File: config.mk
export PLATFORM = sky130hd
export DESIGN_NAME = vlc_bit_packer_flat
export DESIGN_NICKNAME = d
export VERILOG_FILES = /design/src/rtl/vlc_bit_packer_if.sv /design/src/rtl/vlc_bit_packer.sv /design/src/flat_wrapper.sv
export SDC_FILE = /design/constraint.sdc
export NUM_CORES = 2
export LEC_CHECK = 0
export ABC_AREA = 1
export CELL_PAD_IN_SITES_DETAIL_PLACEMENT = 0
export CELL_PAD_IN_SITES_GLOBAL_PLACEMENT = 1
export CORE_MARGIN = 2
export CORE_UTILIZATION = 35
export CTS_CLUSTER_DIAMETER = 150
export CTS_CLUSTER_SIZE = 14
export DETAILED_ROUTE_END_ITERATION = 7
export HOLD_SLACK_MARGIN = 0.15
export PLACE_DENSITY = 0.6
export SLEW_MARGIN = 20
export SYNTH_ARGS = -nofsm -noshare
export SYNTH_HDL_FRONTEND = slang
export SYNTH_SLANG_ARGS = --single-unit
File: constraint.sdc
create_clock -name clk -period 10.1 [get_ports clk]
set_clock_uncertainty 0.05 [all_clocks]
set_input_delay 2.525 -clock clk [delete_from_list [all_inputs] [get_ports clk]]
set_output_delay 2.525 -clock clk [all_outputs]
set_load 0.005 [all_outputs]
File: src/rtl/vlc_bit_packer_if.sv
// Stream interface for vlc_bit_packer: variable-length code input and packed word output.
// The master side produces codes and consumes words; the slave side is the packer.
interface vlc_bit_packer_if #(
    parameter int OUT_W   = 32,
    parameter int MAX_LEN = 32
);
    localparam int LEN_W = $clog2(MAX_LEN + 1);
    localparam int NB_W  = $clog2(OUT_W + 1);

    logic               in_valid;
    logic               in_ready;
    logic [MAX_LEN-1:0] in_data;
    logic [LEN_W-1:0]   in_len;
    logic               in_last;
    logic               out_valid;
    logic               out_ready;
    logic [OUT_W-1:0]   out_data;
    logic [NB_W-1:0]    out_nbits;
    logic               out_last;

    modport master (
        output in_valid, in_data, in_len, in_last, out_ready,
        input  in_ready, out_valid, out_data, out_nbits, out_last
    );

    modport slave (
        input  in_valid, in_data, in_len, in_last, out_ready,
        output in_ready, out_valid, out_data, out_nbits, out_last
    );
endinterface

File: src/rtl/vlc_bit_packer.sv
// Variable-length code packer: FIFO of right-aligned codes, packed MSB-first into OUT_W words.
// Optional macro VLC_PACK_STATS_EN compiles in a 32-bit counter of packed code bits.
module vlc_bit_packer #(
    parameter int OUT_W   = 32,
    parameter int MAX_LEN = 32,
    parameter int DEPTH   = 64
) (
    input  logic                       clk,
    input  logic                       rst,
    vlc_bit_packer_if.slave            s,
    output logic [$clog2(DEPTH+1)-1:0] fifo_count,
    output logic [31:0]                bit_count
);
    localparam int LEN_W  = $clog2(MAX_LEN + 1);
    localparam int NB_W   = $clog2(OUT_W + 1);
    localparam int ACC_W  = OUT_W + MAX_LEN;
    localparam int FILL_W = $clog2(ACC_W + 1);
    localparam int AW     = $clog2(DEPTH);
    localparam int ENT_W  = 1 + LEN_W + MAX_LEN;

    typedef enum logic [1:0] {
        ST_FILL  = 2'd0,
        ST_EMIT  = 2'd1,
        ST_FLUSH = 2'd2
    } state_t;

    state_t             state_r, state_nx_s;
    logic [ENT_W-1:0]   mem_r [DEPTH];
    logic [AW:0]        wr_ptr_r, rd_ptr_r;
    logic [ACC_W-1:0]   acc_r;
    logic [FILL_W-1:0]  fill_r;
    logic               pending_last_r;

    logic               full_s, empty_s, push_s, pop_s, out_hs_s;
    logic [LEN_W-1:0]   len_sat_s;
    logic [MAX_LEN-1:0] data_mask_s;
    logic [ENT_W-1:0]   pop_entry_s;
    logic               pop_last_s;
    logic [LEN_W-1:0]   pop_len_s;
    logic [MAX_LEN-1:0] pop_data_s;
    logic [FILL_W-1:0]  fill_add_s, shamt_s;
    logic [ACC_W-1:0]   append_s;

    assign full_s     = (wr_ptr_r[AW-1:0] == rd_ptr_r[AW-1:0]) && (wr_ptr_r[AW] != rd_ptr_r[AW]);
    assign empty_s    = (wr_ptr_r == rd_ptr_r);
    assign s.in_ready = rst && !full_s;
    assign push_s     = s.in_valid && s.in_ready;
    assign pop_s      = (state_r == ST_FILL) && !empty_s;
    assign out_hs_s   = s.out_valid && s.out_ready;
    assign fifo_count = wr_ptr_r - rd_ptr_r;

    // Saturate the length and strip data bits above it before they enter the FIFO.
    always_comb begin
        len_sat_s   = (s.in_len > LEN_W'(MAX_LEN)) ? LEN_W'(MAX_LEN) : s.in_len;
        data_mask_s = s.in_data & ~({MAX_LEN{1'b1}} << len_sat_s);
    end

    // FIFO storage is deliberately left unreset; the pointers alone define validity.
    always_ff @(posedge clk) begin
        if (push_s) begin
            mem_r[wr_ptr_r[AW-1:0]] <= {s.in_last, len_sat_s, data_mask_s};
        end
    end

    // Place the popped code directly below the current fill, MSB-first.
    always_comb begin
        pop_entry_s = mem_r[rd_ptr_r[AW-1:0]];
        pop_last_s  = pop_entry_s[ENT_W-1];
        pop_len_s   = pop_entry_s[MAX_LEN +: LEN_W];
        pop_data_s  = pop_entry_s[MAX_LEN-1:0];
        fill_add_s  = fill_r + FILL_W'(pop_len_s);
        shamt_s     = FILL_W'(ACC_W) - fill_r - FILL_W'(pop_len_s);
        append_s    = {{OUT_W{1'b0}}, pop_data_s} << shamt_s;
    end

    // FIFO pointers with an extra wrap bit.
    always_ff @(posedge clk) begin
        if (!rst) begin
            wr_ptr_r <= {(AW+1){1'b0}};
            rd_ptr_r <= {(AW+1){1'b0}};
        end else begin
            if (push_s) wr_ptr_r <= wr_ptr_r + {{AW{1'b0}}, 1'b1};
            if (pop_s)  rd_ptr_r <= rd_ptr_r + {{AW{1'b0}}, 1'b1};
        end
    end

    // FSM state register.
    always_ff @(posedge clk) begin
        if (!rst) state_r <= ST_FILL;
        else      state_r <= state_nx_s;
    end

    // FSM next-state logic.
    always_comb begin
        state_nx_s = state_r;
        case (state_r)
            ST_FILL: begin
                if (!pop_s)                               state_nx_s = ST_FILL;
                else if (fill_add_s >= FILL_W'(OUT_W))    state_nx_s = ST_EMIT;
                else if (pop_last_s)                      state_nx_s = ST_FLUSH;
                else                                      state_nx_s = ST_FILL;
            end
            ST_EMIT: begin
                if (!out_hs_s)                                         state_nx_s = ST_EMIT;
                else if (pending_last_r && (fill_r != FILL_W'(OUT_W))) state_nx_s = ST_FLUSH;
                else                                                   state_nx_s = ST_FILL;
            end
            ST_FLUSH: begin
                if (out_hs_s) state_nx_s = ST_FILL;
                else          state_nx_s = ST_FLUSH;
            end
            default: state_nx_s = ST_FILL;
        endcase
    end

    // Output decode; everything is driven from registers so it holds under backpressure.
    always_comb begin
        s.out_valid = 1'b0;
        s.out_data  = {OUT_W{1'b0}};
        s.out_nbits = {NB_W{1'b0}};
        s.out_last  = 1'b0;
        case (state_r)
            ST_EMIT: begin
                s.out_valid = rst;
                s.out_data  = acc_r[ACC_W-1 -: OUT_W];
                s.out_nbits = NB_W'(OUT_W);
                s.out_last  = pending_last_r && (fill_r == FILL_W'(OUT_W));
            end
            ST_FLUSH: begin
                s.out_valid = rst;
                s.out_data  = acc_r[ACC_W-1 -: OUT_W];
                s.out_nbits = fill_r[NB_W-1:0];
                s.out_last  = 1'b1;
            end
            default: begin
                s.out_valid = 1'b0;
            end
        endcase
    end

    // Accumulator, fill level and the deferred end-of-stream flag.
    always_ff @(posedge clk) begin
        if (!rst) begin
            acc_r          <= {ACC_W{1'b0}};
            fill_r         <= {FILL_W{1'b0}};
            pending_last_r <= 1'b0;
        end else begin
            case (state_r)
                ST_FILL: begin
                    if (pop_s) begin
                        acc_r  <= acc_r | append_s;
                        fill_r <= fill_add_s;
                        if (fill_add_s >= FILL_W'(OUT_W)) pending_last_r <= pop_last_s;
                    end
                end
                ST_EMIT: begin
                    if (out_hs_s) begin
                        acc_r  <= acc_r << OUT_W;
                        fill_r <= fill_r - FILL_W'(OUT_W);
                        if (fill_r == FILL_W'(OUT_W)) pending_last_r <= 1'b0;
                    end
                end
                ST_FLUSH: begin
                    if (out_hs_s) begin
                        acc_r          <= {ACC_W{1'b0}};
                        fill_r         <= {FILL_W{1'b0}};
                        pending_last_r <= 1'b0;
                    end
                end
                default: begin
                    acc_r <= acc_r;
                end
            endcase
        end
    end

`ifdef VLC_PACK_STATS_EN
    logic [31:0] bit_cnt_r;

    // Running total of effective code bits taken from the FIFO.
    always_ff @(posedge clk) begin
        if (!rst)       bit_cnt_r <= 32'd0;
        else if (pop_s) bit_cnt_r <= bit_cnt_r + 32'(pop_len_s);
    end

    assign bit_count = bit_cnt_r;
`else
    assign bit_count = 32'd0;
`endif
endmodule

File: src/flat_wrapper.sv
// flat-port wrapper written by rule: the top's interface ports become plain ports
module vlc_bit_packer_flat 
#(
    parameter int OUT_W   = 32,
    parameter int MAX_LEN = 32,
    parameter int DEPTH   = 64
)
  (clk, rst, fifo_count, bit_count, s_in_valid, s_in_data, s_in_len, s_in_last, s_out_ready, s_in_ready, s_out_valid, s_out_data, s_out_nbits, s_out_last);
  vlc_bit_packer_if #(.OUT_W(OUT_W), .MAX_LEN(MAX_LEN)) s_i ();
  input  logic clk;
  input  logic rst;
  output logic [$clog2(DEPTH+1)-1:0] fifo_count;
  output logic [31:0] bit_count;
  input wire logic [$bits(s_i.in_valid)-1:0] s_in_valid;
  input wire logic [$bits(s_i.in_data)-1:0] s_in_data;
  input wire logic [$bits(s_i.in_len)-1:0] s_in_len;
  input wire logic [$bits(s_i.in_last)-1:0] s_in_last;
  input wire logic [$bits(s_i.out_ready)-1:0] s_out_ready;
  output wire logic [$bits(s_i.in_ready)-1:0] s_in_ready;
  output wire logic [$bits(s_i.out_valid)-1:0] s_out_valid;
  output wire logic [$bits(s_i.out_data)-1:0] s_out_data;
  output wire logic [$bits(s_i.out_nbits)-1:0] s_out_nbits;
  output wire logic [$bits(s_i.out_last)-1:0] s_out_last;
  assign s_i.in_valid = s_in_valid;
  assign s_i.in_data = s_in_data;
  assign s_i.in_len = s_in_len;
  assign s_i.in_last = s_in_last;
  assign s_i.out_ready = s_out_ready;
  assign s_in_ready = s_i.in_ready;
  assign s_out_valid = s_i.out_valid;
  assign s_out_data = s_i.out_data;
  assign s_out_nbits = s_i.out_nbits;
  assign s_out_last = s_i.out_last;
  vlc_bit_packer #(.OUT_W(OUT_W), .MAX_LEN(MAX_LEN), .DEPTH(DEPTH)) u_core (.clk(clk), .rst(rst), .s(s_i), .fifo_count(fifo_count), .bit_count(bit_count));
endmodule
==> flow_summary_export.csv <==
group,metric,value,unit
yosys,muxShareOfSynthArea,0,
routing,routed_wl,359200,um
clock_tree,cts_buffer_depth,4,
power,peakVddDrop,0.6129,mV
placed_design,hpwl,204900,um
yosys,synth_top_family_by_area,"simple AND/OR/NAND/NOR gates",
sta,tightest_slew,1.123,ns
yosys,synth-xor-area-share,0.001045,
yosys,postSynthCellCount,9322,
setup_path,critPathLaunchType,"flip-flop",
flow_run,drv_cap,0,
outcome,status,"complete, no violations",
yosys,synth_area,107700,um2
clock_tree,clkLatencyLatePin,0.91,ns
routing,ant_nets,0,
floorplan,initial_utilization,0.3519,
cells_and_area,final_common_cell,"edfxtp_1",
sta,fmaxAchievable,122.5,MHz
setup_path,worstSetupEndpointType,"flip-flop",
cells_and_area,syn2layout_area_growth,9.869,%
yosys,yosysUniqueCellTypes,49,
grt,grt_overflow_total,0,
clock_tree,cts_root_buffer,"clkbuf_16",
clock_tree,clk_pin_slew,0.08,ns
grt,grt_pass1_vias,68470,
floorplan,pin_count,123,
clock_tree,cts_sinks,2590,
grt,grt_pass1_wl,510600,um
cells_and_area,layout_common_cells,"edfxtp_1, nand2_1, nand3_1, nor2_1, o21ai_0",
routing,via_per_inst,5.420,
placed_design,post-place-ws,2.117,ns
setup_path,crit_path_max_incr_delay,0.98,ns
sta,grt_setup_unrepaired,"false",
setup_path,crit_path_top_delay_cell,"nor2_1",
cells_and_area,nFillCells,29290,
floorplan,die_area,312200,um2
floorplan,fp-row-count,203,
yosys,synth_edf_count,2496,
sta,hold_viol_final,0,
floorplan,core_area,306100,um2
yosys,ys_top_cells_by_area,"edfxtp_1, nand3_1, nand2_1",
setup_path,crit_top_cell,"nand2_1",
routing,wl_per_cell,26.90,um
yosys,synth_adder_area_share,0.003996,
routing,drtIter0Drc,8507,
setup_path,critPathKind,"flip-flop to flip-flop",
min_path,holdCritPathClass,"flip-flop to flip-flop",
sta,slew_headroom,0.2512,
grt,grt_usage,0.2251,
clock_tree,cts_tree,"built",
placed_design,gp_congestion,0.8683,
clock_tree,cts_resized,0,
sta,setup-violations-final,0,
yosys,ys_seq_area_frac,0.7133,
yosys,ys_ff_latch,2590,
clock_tree,cts_made_buffers,210,
grt,antenna_found_initial,8,
grt,grt_max_degree,196,
yosys,yosysTopAreaCellShare,0.6958,
floorplan,die_h,558.8,um
setup_path,critPathRequiredTime,10.83,ns
power,power.density,278.3,nW/um2
sta,fin_tns_setup,0,ns
setup_path,critical_path.max_fanout,69,
routing,dr_total_vias,72380,
sta,hold-worst-slack,0.4037,ns
sta,setup_ws,1.934,ns
yosys,synth_top_area_cell,"edfxtp_1",
placed_design,portBuffers,90,
yosys,syn-mean-instance-area,11.55,um2
clock_tree,post_cts_buffers,0,
floorplan,die_width,558.8,um
clock_tree,h-tree-depth,4,
yosys,ys.warnings.count,0,
sta,fin_crit,8.166,ns
cells_and_area,regArea,76850,um2
cells_and_area,multi_input_area,27460,um2
sta,period_share,0.8085,
clock_tree,ctsHoldBuffers,0,
sta,slew_violations,0,
yosys,synthSimpleGateAreaFrac,0.2094,
cells_and_area,finalNetCount,9293,
setup_path,cp.arrival,8.89,ns
yosys,ys.flop_type,"edfxtp_1",
cells_and_area,drive_above_1_share,0.06044,
routing,drcViolationCount,0,
power,leakagePower,40.67,nW
yosys,postSynth.asyncResetShare,0,
routing,firstDrtPassIters,6,
yosys,synth-compound-area-share,0.03269,
==> per-layer routing <==
| metal | vias up | global-route usage | wire, um | part of all wire |
|---|---|---|---|---|
| li1 | 32800 | - | - | - |
| met3 | 465 | 0.02399 | 20680 | 0.058 |
| met4 | 2 | 0.07844 | 13280 | 0.037 |
| met1 | 36650 | 0.3187 | 158400 | 0.44 |
| met2 | 2465 | 0.3593 | 166900 | 0.46 |
| met5 | - | 0 | 13 | 0.000036 |
==> power by group <==
| group | switching (mW) | total, mW | internal, mW | leakage (nW) |
|---|---|---|---|---|
| clock | 3.71 | 7.44 | 3.73 | 2.67 |
| sequential | 0.137 | 12.1 | 11.9 | 23.4 |
| combinational | 9.95 | 13.4 | 3.48 | 14.6 |
| total | 13.8 | 32.9 | 19.1 | 40.7 |
==> final cells by class <==
class                   instances  area share
diodes                          6   0.0001269
multi-input cells            5928      0.2320
clock inverters                 5   0.0004335
clock buffers                 238     0.04565
repair buffers                303     0.02268
inverters                     185    0.006312
well taps                    4100     0.04335
flip-flops and latches       2590      0.6494
==> worst paths after layout <==
check                      from                 end  slack [ns]  cells past startpoint
min reg2reg  u_core.rd_ptr_r[5]  u_core.rd_ptr_r[6]        0.40                      2
min          u_core.rd_ptr_r[5]  u_core.rd_ptr_r[6]        0.40                      2
max reg2reg           flip-flop    u_core.acc_r[45]        1.93                     28
max                   flip-flop    u_core.acc_r[45]        1.93                     28
==> synthesized netlist by cell type, drive strengths merged, types with 4 or more instances <==
cell type,n
dfxtp,94
nor3,13
xor2,9
nand4,14
o211ai,6
clkinv,4
nand2,2401
o31ai,4
a21oi,123
o32ai,10
clkbuf,203
o21ai,342
nand3,2324
o22ai,128
fa,4
buf,447
ha,28
o21bai,5
inv,181
edfxtp,2496
o21ba,6
nor2,454
==> registers in the layout, summed over array words and instances, names as in the netlist, named ones only <==
signal and flops:
u_core.mem_r 2496, u_core.wr_ptr_r 7, u_core.pending_last_r 1, u_core.fill_r 7
u_core.acc_r 64, u_core.state_r 2, u_core.rd_ptr_r 7
==> per-stage QoR <==
step	cells	power, mW	instance area [um2]	utilization
global placement	13100	25.72	112800	0.3684
finish	13360	32.94	118300	0.3867
global route	13350	34.71	118300	0.3866
CTS	13350	33.04	118300	0.3865
detailed placement	13110	25.65	112800	0.3687
floorplan	9353	21.19	107800	-
==> cell families after synthesis <==
kind of cell | Yosys count
AOI/OAI and AO/OA | 641
xor gates and xnor gates | 12
adders and majority gates | 32
buffers and inverters | 835
DFF | 2590
other | 1
and+or+nand+nor | 5211
==> worst max-delay path, delay by kind of cell, from the launching register on <==
kind            cells  cell delay (ns)
flops               1             0.84
compound gates      6             1.61
buf+inv             9             2.86
simple gates       11             1.98
fa+ha+maj           2             0.59
Power figures use the tool's default switching activity.
